<file path="src/rtl/fft_out_reorder_if.sv">
// Stream bundle for fft_out_reorder: bit-reversed lane pairs in, natural-order samples out.
// Handshake: a pair is consumed on every cycle in_valid is high (no backpressure upstream);
// an output sample transfers on a rising edge where out_valid && out_ready, and while
// out_valid is high without out_ready the sample fields hold stable.
interface fft_out_reorder_if #(
    parameter int DATA_W = 16
);
    logic                     in_valid;
    logic                     in_start;
    logic signed [DATA_W-1:0] in_re0;
    logic signed [DATA_W-1:0] in_im0;
    logic signed [DATA_W-1:0] in_re1;
    logic signed [DATA_W-1:0] in_im1;
    logic                     out_valid;
    logic                     out_ready;
    logic signed [DATA_W-1:0] out_re;
    logic signed [DATA_W-1:0] out_im;
    logic [4:0]               out_idx;
    logic                     out_last;

    modport master (
        output in_valid, in_start, in_re0, in_im0, in_re1, in_im1, out_ready,
        input  out_valid, out_re, out_im, out_idx, out_last
    );

    modport slave (
        input  in_valid, in_start, in_re0, in_im0, in_re1, in_im1, out_ready,
        output out_valid, out_re, out_im, out_idx, out_last
    );
endinterface

</file>
<file path="src/rtl/fft_out_reorder.sv">
// Reorders 32-point MDC FFT lane pairs into natural order through ping/pong banks.
// Define DROP_CNT_EN to add the saturating 8-bit dropped-frame counter output drop_cnt.
module fft_out_reorder #(
    parameter int DATA_W = 16,
    parameter int N      = 32
) (
    input  logic             clk,
    input  logic             rst,
    fft_out_reorder_if.slave bus,
    output logic             overflow,
`ifdef DROP_CNT_EN
    output logic [7:0]       drop_cnt,
`endif
    output logic             dbg_state
);
    localparam int IDX_W  = $clog2(N);
    localparam int PAIR_W = IDX_W - 1;
    localparam logic [IDX_W-1:0] LAST_IDX = IDX_W'(N - 1);

    typedef enum logic {IDLE = 1'b0, READ = 1'b1} state_t;

    logic [DATA_W-1:0] mem_re [2][N];
    logic [DATA_W-1:0] mem_im [2][N];

    logic [1:0]        full_q;
    logic              wr_bank;
    logic              rd_bank;
    logic [PAIR_W-1:0] pair_cnt;
    logic              wr_active;
    state_t            state_q, state_d;
    logic [IDX_W-1:0]  idx_q;
    logic [DATA_W-1:0] re_q, im_q;
    logic              valid_q, last_q;

    logic              start_hit, drop, wr_en, wr_done;
    logic [PAIR_W-1:0] wr_k;
    logic [IDX_W-1:0]  wr_addr0, wr_addr1;
    logic [1:0]        set_mask, clr_mask;

    // Writer: pair k scatters to bitrev(k) and bitrev(k)|1; a full target bank drops the frame.
    always_comb begin
        start_hit = bus.in_valid && bus.in_start;
        drop      = start_hit && full_q[wr_bank];
        wr_en     = (start_hit && !full_q[wr_bank]) ||
                    (bus.in_valid && !bus.in_start && wr_active);
        wr_k      = start_hit ? '0 : pair_cnt;
        wr_done   = wr_en && (wr_k == '1);
        wr_addr0  = '0;
        for (int b = 0; b < PAIR_W; b++) begin
            wr_addr0[IDX_W-1-b] = wr_k[b];
        end
        wr_addr1  = {wr_addr0[IDX_W-1:1], 1'b1};
        set_mask  = {wr_done && wr_bank, wr_done && !wr_bank};
    end

    logic             load, release_bank, rd_sel;
    logic [IDX_W-1:0] rd_addr;

    always_comb begin
        state_d      = state_q;
        load         = 1'b0;
        release_bank = 1'b0;
        rd_sel       = rd_bank;
        rd_addr      = idx_q + IDX_W'(1);
        case (state_q)
            IDLE: begin
                if (full_q[rd_bank]) begin
                    state_d = READ;
                    load    = 1'b1;
                    rd_addr = '0;
                end
            end
            READ: begin
                if (valid_q && bus.out_ready) begin
                    if (idx_q == LAST_IDX) begin
                        release_bank = 1'b1;
                        rd_addr      = '0;
                        // Chain straight into the other bank when it already holds a frame.
                        if (full_q[~rd_bank]) begin
                            load   = 1'b1;
                            rd_sel = ~rd_bank;
                        end else begin
                            state_d = IDLE;
                        end
                    end else begin
                        load = 1'b1;
                    end
                end
            end
            default: state_d = IDLE;
        endcase
        clr_mask = {release_bank && rd_bank, release_bank && !rd_bank};
    end

    always_ff @(posedge clk) begin
        if (wr_en) begin
            mem_re[wr_bank][wr_addr0] <= bus.in_re0;
            mem_im[wr_bank][wr_addr0] <= bus.in_im0;
            mem_re[wr_bank][wr_addr1] <= bus.in_re1;
            mem_im[wr_bank][wr_addr1] <= bus.in_im1;
        end
    end

    always_ff @(posedge clk or posedge rst) begin
        if (rst) begin
            full_q    <= '0;
            wr_bank   <= 1'b0;
            rd_bank   <= 1'b0;
            pair_cnt  <= '0;
            wr_active <= 1'b0;
            state_q   <= IDLE;
            idx_q     <= '0;
            re_q      <= '0;
            im_q      <= '0;
            valid_q   <= 1'b0;
            last_q    <= 1'b0;
            overflow  <= 1'b0;
        end else begin
            state_q  <= state_d;
            overflow <= drop;
            full_q   <= (full_q | set_mask) & ~clr_mask;
            if (drop) begin
                wr_active <= 1'b0;
                pair_cnt  <= '0;
            end else if (wr_en) begin
                wr_active <= !wr_done;
                pair_cnt  <= wr_k + PAIR_W'(1);
                if (wr_done) wr_bank <= ~wr_bank;
            end
            if (release_bank) rd_bank <= ~rd_bank;
            if (load) begin
                re_q   <= mem_re[rd_sel][rd_addr];
                im_q   <= mem_im[rd_sel][rd_addr];
                idx_q  <= rd_addr;
                last_q <= (rd_addr == LAST_IDX);
            end else if (state_d == IDLE) begin
                last_q <= 1'b0;
            end
            valid_q <= (state_d == READ);
        end
    end

`ifdef DROP_CNT_EN
    always_ff @(posedge clk or posedge rst) begin
        if (rst) begin
            drop_cnt <= '0;
        end else if (overflow && drop_cnt != 8'hFF) begin
            drop_cnt <= drop_cnt + 8'd1;
        end
    end
`endif

    assign bus.out_valid = valid_q;
    assign bus.out_re    = re_q;
    assign bus.out_im    = im_q;
    assign bus.out_idx   = idx_q;
    assign bus.out_last  = last_q;
    assign dbg_state     = (state_q == READ);
endmodule
</file>
<file path="src/flat_wrapper.sv">
// flat-port wrapper written by rule: the top's interface ports become plain ports
module fft_out_reorder_flat 
#(
    parameter int DATA_W = 16,
    parameter int N      = 32
)
  (clk, rst, overflow, dbg_state, bus_in_valid, bus_in_start, bus_in_re0, bus_in_im0, bus_in_re1, bus_in_im1, bus_out_ready, bus_out_valid, bus_out_re, bus_out_im, bus_out_idx, bus_out_last);
  fft_out_reorder_if #(.DATA_W(DATA_W)) bus_i ();
  input  logic clk;
  input  logic rst;
  output logic overflow;
  output logic dbg_state;
  input wire logic [$bits(bus_i.in_valid)-1:0] bus_in_valid;
  input wire logic [$bits(bus_i.in_start)-1:0] bus_in_start;
  input wire logic [$bits(bus_i.in_re0)-1:0] bus_in_re0;
  input wire logic [$bits(bus_i.in_im0)-1:0] bus_in_im0;
  input wire logic [$bits(bus_i.in_re1)-1:0] bus_in_re1;
  input wire logic [$bits(bus_i.in_im1)-1:0] bus_in_im1;
  input wire logic [$bits(bus_i.out_ready)-1:0] bus_out_ready;
  output wire logic [$bits(bus_i.out_valid)-1:0] bus_out_valid;
  output wire logic [$bits(bus_i.out_re)-1:0] bus_out_re;
  output wire logic [$bits(bus_i.out_im)-1:0] bus_out_im;
  output wire logic [$bits(bus_i.out_idx)-1:0] bus_out_idx;
  output wire logic [$bits(bus_i.out_last)-1:0] bus_out_last;
  assign bus_i.in_valid = bus_in_valid;
  assign bus_i.in_start = bus_in_start;
  assign bus_i.in_re0 = bus_in_re0;
  assign bus_i.in_im0 = bus_in_im0;
  assign bus_i.in_re1 = bus_in_re1;
  assign bus_i.in_im1 = bus_in_im1;
  assign bus_i.out_ready = bus_out_ready;
  assign bus_out_valid = bus_i.out_valid;
  assign bus_out_re = bus_i.out_re;
  assign bus_out_im = bus_i.out_im;
  assign bus_out_idx = bus_i.out_idx;
  assign bus_out_last = bus_i.out_last;
  fft_out_reorder #(.DATA_W(DATA_W), .N(N)) u_core (.clk(clk), .rst(rst), .bus(bus_i), .overflow(overflow), .dbg_state(dbg_state));
endmodule
</file>
<file path="config.mk">
export PLATFORM = sky130hd
export DESIGN_NAME = fft_out_reorder_flat
export DESIGN_NICKNAME = d
export VERILOG_FILES = /design/src/rtl/fft_out_reorder_if.sv /design/src/rtl/fft_out_reorder.sv /design/src/flat_wrapper.sv
export SDC_FILE = /design/constraint.sdc
export NUM_CORES = 2
export LEC_CHECK = 0
export ABC_AREA = 1
export BUFFER_PORTS_ARGS = -buffer_cell sky130_fd_sc_hd__clkbuf_2
export CAP_MARGIN = 15
export CORE_MARGIN = 5
export CORE_UTILIZATION = 56
export DETAILED_ROUTE_END_ITERATION = 7
export PLACE_DENSITY = 0.83
export SETUP_SLACK_MARGIN = 0.05
export SLEW_MARGIN = 40
export SYNTH_ARGS = -nofsm -noshare
export SYNTH_HDL_FRONTEND = slang
export SYNTH_SLANG_ARGS = --single-unit
export TNS_END_PERCENT = 100
</file>
<file path="constraint.sdc">
create_clock -name clk -period 10.4 [get_ports clk]
set_input_delay 2.08 -clock clk [delete_from_list [all_inputs] [get_ports clk]]
set_output_delay 2.08 -clock clk [all_outputs]
set_load 0.05 [all_outputs]
</file>
Word level (Yosys, flattened, before mapping)
Memory sizes are Yosys's and may differ from the RTL's.
Index checks and enable logic that the tools add are counted.
Storage, ports and cells
  memories: 2
  bits in registers: 49
  bits in writable memories: 2048
Cells by class
  equal/unequal tests: 4
  $add $sub $neg: 2
  order comparisons: 8
  mux-type cells: 1068
  reductions and logical operators: 21
  bitwise gates (word level): 1034
Memories
  u_core.mem_im: words 2, width 512, read ports 1, clocked after Yosys merged registers in 0, wr ports 1, RTL line fft_out_reorder.sv:23  | logic [DATA_W-1:0] mem_im [2][N];
  u_core.mem_re: words 2, width 512, read ports 1, clocked after Yosys merged registers in 0, wr ports 1, RTL line fft_out_reorder.sv:22  | logic [DATA_W-1:0] mem_re [2][N];
Operators by type and width (count)
  1-bit two-way mux: 1047
  512-bit two-way mux: 2
  1-bit bitwise OR: 1024
  16-bit binary-select mux with 5-bit select: 2
  16-bit demux with 5-bit select: 2
  16-bit two-way mux: 6
  6-bit greater-or-equal comparator (second input constant): 3
  5-bit NOT with 6-bit output: 3
  5-bit two-way mux: 3
  1-bit logical AND: 13
  6-bit by 1-bit < comparator with 1-bit output (second input constant): 2
  4-bit two-way mux: 3
  5-bit == test (second input constant): 2
  5-bit case mux with 2 select lines: 1
  1-bit by 2-bit < comparator with 1-bit output (second input constant): 3
  5-bit by 1-bit adder with 5-bit output (second input constant): 1
  1-bit zero test: 5
  4-bit by 1-bit adder with 4-bit output (second input constant): 1
  4-bit == test (second input constant): 1
  1-bit NOT: 4
  1-bit case mux with 2 select lines: 2
  3-bit AND reduction: 1
  2-bit AND: 1
  2-bit inequality test (second input constant): 1
  other kinds (4): 4

Logic depth before layout (Yosys ltp)
An unclocked memory read counts as a cell.
  word-level depth: 11
  depth in mapped cells: 19

Worst setup path before layout
Ideal clock, no wire load.
  path kind: input -> register
  start point: input bus_in_valid
  end point: memory u_core.mem_im[1][0] (netlist bit) (enable)
  data required time: 9910 ps
  cell stages on the path: 9
  setup slack: 3911 ps
  path buffers: 1
  data arrival time: 5999 ps
  path through: nand2_1 > inv_1 > nor2_1 > ha_1 > inv_1 > nor3_1 > inv_1 > clkbuf_1 > nor2_1
On the way
  word-level cells in the longest chain between the ends: 9
RTL lines
  from (decl): RTL line flat_wrapper.sv:13  | input wire logic [$bits(bus_i.in_valid)-1:0] bus_in_valid;
  1-bit logical AND: RTL line fft_out_reorder.sv:42  | start_hit = bus.in_valid && bus.in_start;
  4-bit two-way mux: RTL line fft_out_reorder.sv:46  | wr_k = start_hit ? '0 : pair_cnt;
  5-bit NOT with 6-bit output, on equally long branches: RTL line fft_out_reorder.sv:98, fft_out_reorder.sv:100
  6-bit greater-or-equal comparator (not written as such) (tied with other cells): RTL line fft_out_reorder.sv:98  | mem_im[wr_bank][wr_addr0] <= bus.in_im0;
  1-bit logical AND, on equally long branches: RTL line fft_out_reorder.sv:98, fft_out_reorder.sv:100
  16-bit two-way mux, on equally long branches: RTL line fft_out_reorder.sv:98, fft_out_reorder.sv:100
  16-bit demux with 5-bit select, on equally long branches: RTL line fft_out_reorder.sv:98, fft_out_reorder.sv:100
  512-bit two-way mux, on equally long branches: RTL line fft_out_reorder.sv:98, fft_out_reorder.sv:100
  1-bit bitwise OR (no source line) (*)
  to (decl): RTL line fft_out_reorder.sv:23
Every way passes the cells marked *; elsewhere a longest branch is shown, timed or not.

Final worst setup path
  start point: input bus_out_ready
  end point: register u_core.re_q[6] (netlist: u_core.bus.out_re[6])
On the way
  word-level cells in the longest chain between the ends: 7
RTL lines
  from (decl): RTL line flat_wrapper.sv:19  | input wire logic [$bits(bus_i.out_ready)-1:0] bus_out_ready;
  1-bit logical AND (*): RTL line fft_out_reorder.sv:74  | if (valid_q && bus.out_ready) begin
  1-bit two-way mux / 5-bit two-way mux (equally long branches): RTL line fft_out_reorder.sv:74
  1-bit two-way mux / 5-bit case mux with 2 select lines (equally long branches): RTL line fft_out_reorder.sv:65  | case (state_q)
  memory read 2 x 512 bit / 5-bit NOT with 6-bit output (equally long branches)
  16-bit binary-select mux with 5-bit select: RTL line fft_out_reorder.sv:132  | re_q <= mem_re[rd_sel][rd_addr];
  16-bit two-way mux (not written as such) (2 in a row): RTL line fft_out_reorder.sv:132
  to (signal assigned): RTL line fft_out_reorder.sv:132
  to (decl): RTL line fft_out_reorder.sv:32  | logic [DATA_W-1:0] re_q, im_q;
Every way passes the cells marked *; elsewhere a longest branch is shown, timed or not. The select of a mux whose other input is x is not followed.
A chain may end at the register's enable or synchronous reset.

==> summary.md <==
| Metric | Value |
|---|---|
| Syn Inst Count | 8,195 |
| Post-route clock period utilization | 56.1% |
| Row cnt | around 150 |
| FF-to-FF setup slack | roughly 4700 ps |
| Adder-cell share of the synthesized area | 0.0967% |
| Initial Utilization | 56.3% |
| Setup violators final | 0 |
| Number of enable flip-flop cells after synthesis | between 2k and 2.5k |
| Clk root buf | clkbuf_16 |
| Vias in the first global route | 68.5k |
| Min Clock Period, post-route | just under 6000 ps |
| Outcome | complete, but fails checks |
| Wire per inst | 27.4 um |
| Area Growth Syn to Fin | 9.27% |
| CTS max path bufs | 3 |
| Post-cts resize count | 0 |
| Cell Area, Synth | 90,600 um2 |
| Simple-gate area share of the yosys netlist | roughly a quarter |
| Max_slew headroom | 35.7% |
| Critical path endpoint category | register |
| Dpl cell area | 92,700 um2 |
| Hold Path End | u_core.wr_active |
| Fin. Hold Viols | 0 |
| Via count normalized by instance count | between 6 and 7 |
| Compound-Gate Fraction of Synth Area | roughly 3.0% |
| Tot GR Track Use | around a third |
| Required @ worst endpoint | 11,120 ps |
| Drt first pass iters | 8 |
| Initial antenna violation count | 13 |
| FF+latch count, synth | 2,097 |
| Net count, final | 7,988 |
| RSZ-0062 raised after global routing | no |
| Post-synthesis sequential area ratio | 69.3% |
| Worst Hold Class | reg2reg |
| Clock buffer count from CTS | 191 |
| Crit path kind | in2reg |
| P_leak | 35.2 nW |
| Cell depth of the worst min-delay path | 2 |
| Layout cells sized above 1 | 7.43% |
| Total power draw | 24.2 mW |
| First-pass GRT wire length | 415,000 um |
| Synth warnings | 0 |
| CTS Hold Bufs | 0 |
| Input/output buffers | 109 |
| DRC | 2 |
| Max-Cap Viols | 0 |
| Die H | 412 um |
| Total gr overflow | 0 |
| Hold path start | u_core.wr_active |
| Final Wtd Congestion | 0.839 |
| Clock transition at path regs | 60 ps |
| Post-CTS Setup Inserts | 0 |
| Initial DRC Count | 13.6k |
| Failing checks | DRC |
| CP Launch Type | input port |
| Skew-Pair Late Insertion Delay | about 850 ps |
| Peak supply drop | 0.000261 V |
| Synth cell types | 27 |
| Fin area | 99,000 um2 |
| Sinks on Clock Net | 2,097 |
| Ports | 110 |
| XOR/XNOR Fraction of Synth Area | 0.0387% |
| HPWL Detailed | about 140,000 um |
| Total length of routed wires | 281,000 um |
| Syn_nets | 8,271 |
| Multiplexer share of the synthesized area | 0% |
| Fillers | approximately 12k |
| Via count | 70.2k |
| CTS tree | done |
| H-tree Lvls | 4 |
| Reg2reg start | u_core.bus.out_idx[1] |
| Main combinational cell family by area after synthesis | simple AND/OR/NAND/NOR gates |
| Pwr/cell area | ~240 nW/um2 |
| Final antenna-violating net count | 0 |
| Ys async rst share | roughly 2.3% |
| Core region area | 161,000 um2 |
| Setup ws final | 4560 ps |
| Largest net degree at the start of global routing | 186 |
| Synth Flop Type | edfxtp_1 |
| Final Max Slew Viols | 0 |
| Syn Area/Cell | 11.1 um2 |
| Register-to-Register Path Depth | 20 |
| FMAX | ~0.17 GHz |
| Critical Path Fanout Max | 105 |
| DIE AREA | approximately 170,000 um2 |
| Place WS | 3800 ps |
| CP arrival | 6550 ps |
| Clock skew | 39.7 ps |
| Capturing point of the worst reg2reg path | u_core.bus.out_re[6] |
| Die W | 412 um |
| Setup TNS | 0 ps |
| Worst-Margin Slew | 964 ps |
-- per-stage QoR --
step | cells | utilization (%) | hold slack [ps]
6_report | 10200 | 61.6 | 489
2_1_floorplan | 8195 | - | 448
5_1_grt | 10200 | 61.5 | 509
3_5_place_dp | 9872 | 57.7 | 473
4_1_cts | 10200 | 61.4 | 488
3_3_place_gp | 9843 | 57.2 | 467
-- worst max path at each step --
stage,startpoint,end,slack (ps),cells after the start
after CTS,bus_out_ready,u_core.bus.out_im[10],4700,15
after global placement,bus_in_start,u_core.mem_re[1][29],3670,11
after floorplan,bus_in_valid,u_core.mem_im[1][0],3910,9
after detailed placement,bus_out_ready,u_core.bus.out_im[10],3800,15
final,bus_out_ready,u_core.bus.out_re[6],4560,16
after global routing,bus_out_ready,u_core.bus.out_im[2],4450,17
-- sequential cells by signal, indices dropped and copies added, names as in the netlist --
name,flops
u_core.dbg_state,1
u_core.mem_re,1024
u_core.wr_bank,1
u_core.pair_cnt,4
u_core.bus.out_re,16
u_core.full_q,2
u_core.bus.out_last,1
u_core.wr_active,1
u_core.bus.out_im,16
u_core.bus.out_idx,5
u_core.mem_im,1024
u_core.rd_bank,1
u_core.overflow,1
-- worst max-delay path, stage by stage --
cell,delay [ps]
clkbuf_2,100
nand2_2,110
nor2_4,190
nand2_4,490
nand2_8,550
buf_16,320
clkinv_8,430
buf_4,630
nand2_1,180
nand3_1,80
nand3_1,130
nand3_1,200
nand3_1,220
nand3_1,140
nand3_1,120
nand2_1,80
-- cell usage in the layout (no fill, tap or decap), drive strengths merged, types with 2 or more instances in the layout --
cell type	count
a21oi	2
a2bb2oi	2
buf	180
bufinv	8
clkbuf	369
clkinv	62
clkinvlp	6
dfrtp	49
diode	14
edfxtp	2048
ha	7
inv	70
nand2	1820
nand3	2856
nand4	12
nor2	45
nor3	2
o21ai	524
o22ai	2
xor2	4
-- report_power, final --
part           switching [mW]  internal [mW]  leakage [nW]
combinational            5.65           1.90          13.2
sequential              0.149           9.66          19.0
clock                    3.07           3.74          2.89
-- cells by family (layout without fill, tap and decap cells) --
group,after synthesis,in the layout
other cells,0,14
fa+ha+maj,7,7
buf+inv,820,695
compound gates,531,531
simple gates,4736,4736
xor+xnor,4,4
flops,2097,2097
-- synthesized netlist by cell type, types with 12 or more instances --
cell type,instances,area share [%]
buf_1,70,0.29
buf_2,409,2.3
clkbuf_1,269,1.1
dfrtp_1,49,1.4
edfxtp_1,2048,68
inv_1,61,0.25
nand2_1,1817,7.5
nand3_1,2854,16
nand4_1,12,0.083
nor2_1,43,0.18
o21ai_0,523,2.9
-- per-layer routing --
layer,track usage (%),wire (um),part of all wire (%)
met3,10.4,47300,17
met5,0,64,0.023
met4,20.5,20300,7.2
met2,49.6,126000,45
met1,40.1,87100,31
-- layout make-up --
class                      instances  area [um2]  share of cell area, %
sequential                      2097       62700                   63.4
multi-input combinational       5278       24600                   24.8
clock buffer                     269        5290                   5.34
tap                             2160        2700                   2.73
timing repair buffer             280        2680                   2.70
clock inverter                    82         692                  0.699
inverter                          64         270                  0.273
antenna                           14        35.0                 0.0354
No activity file was read; power rests on OpenSTA's default activity.
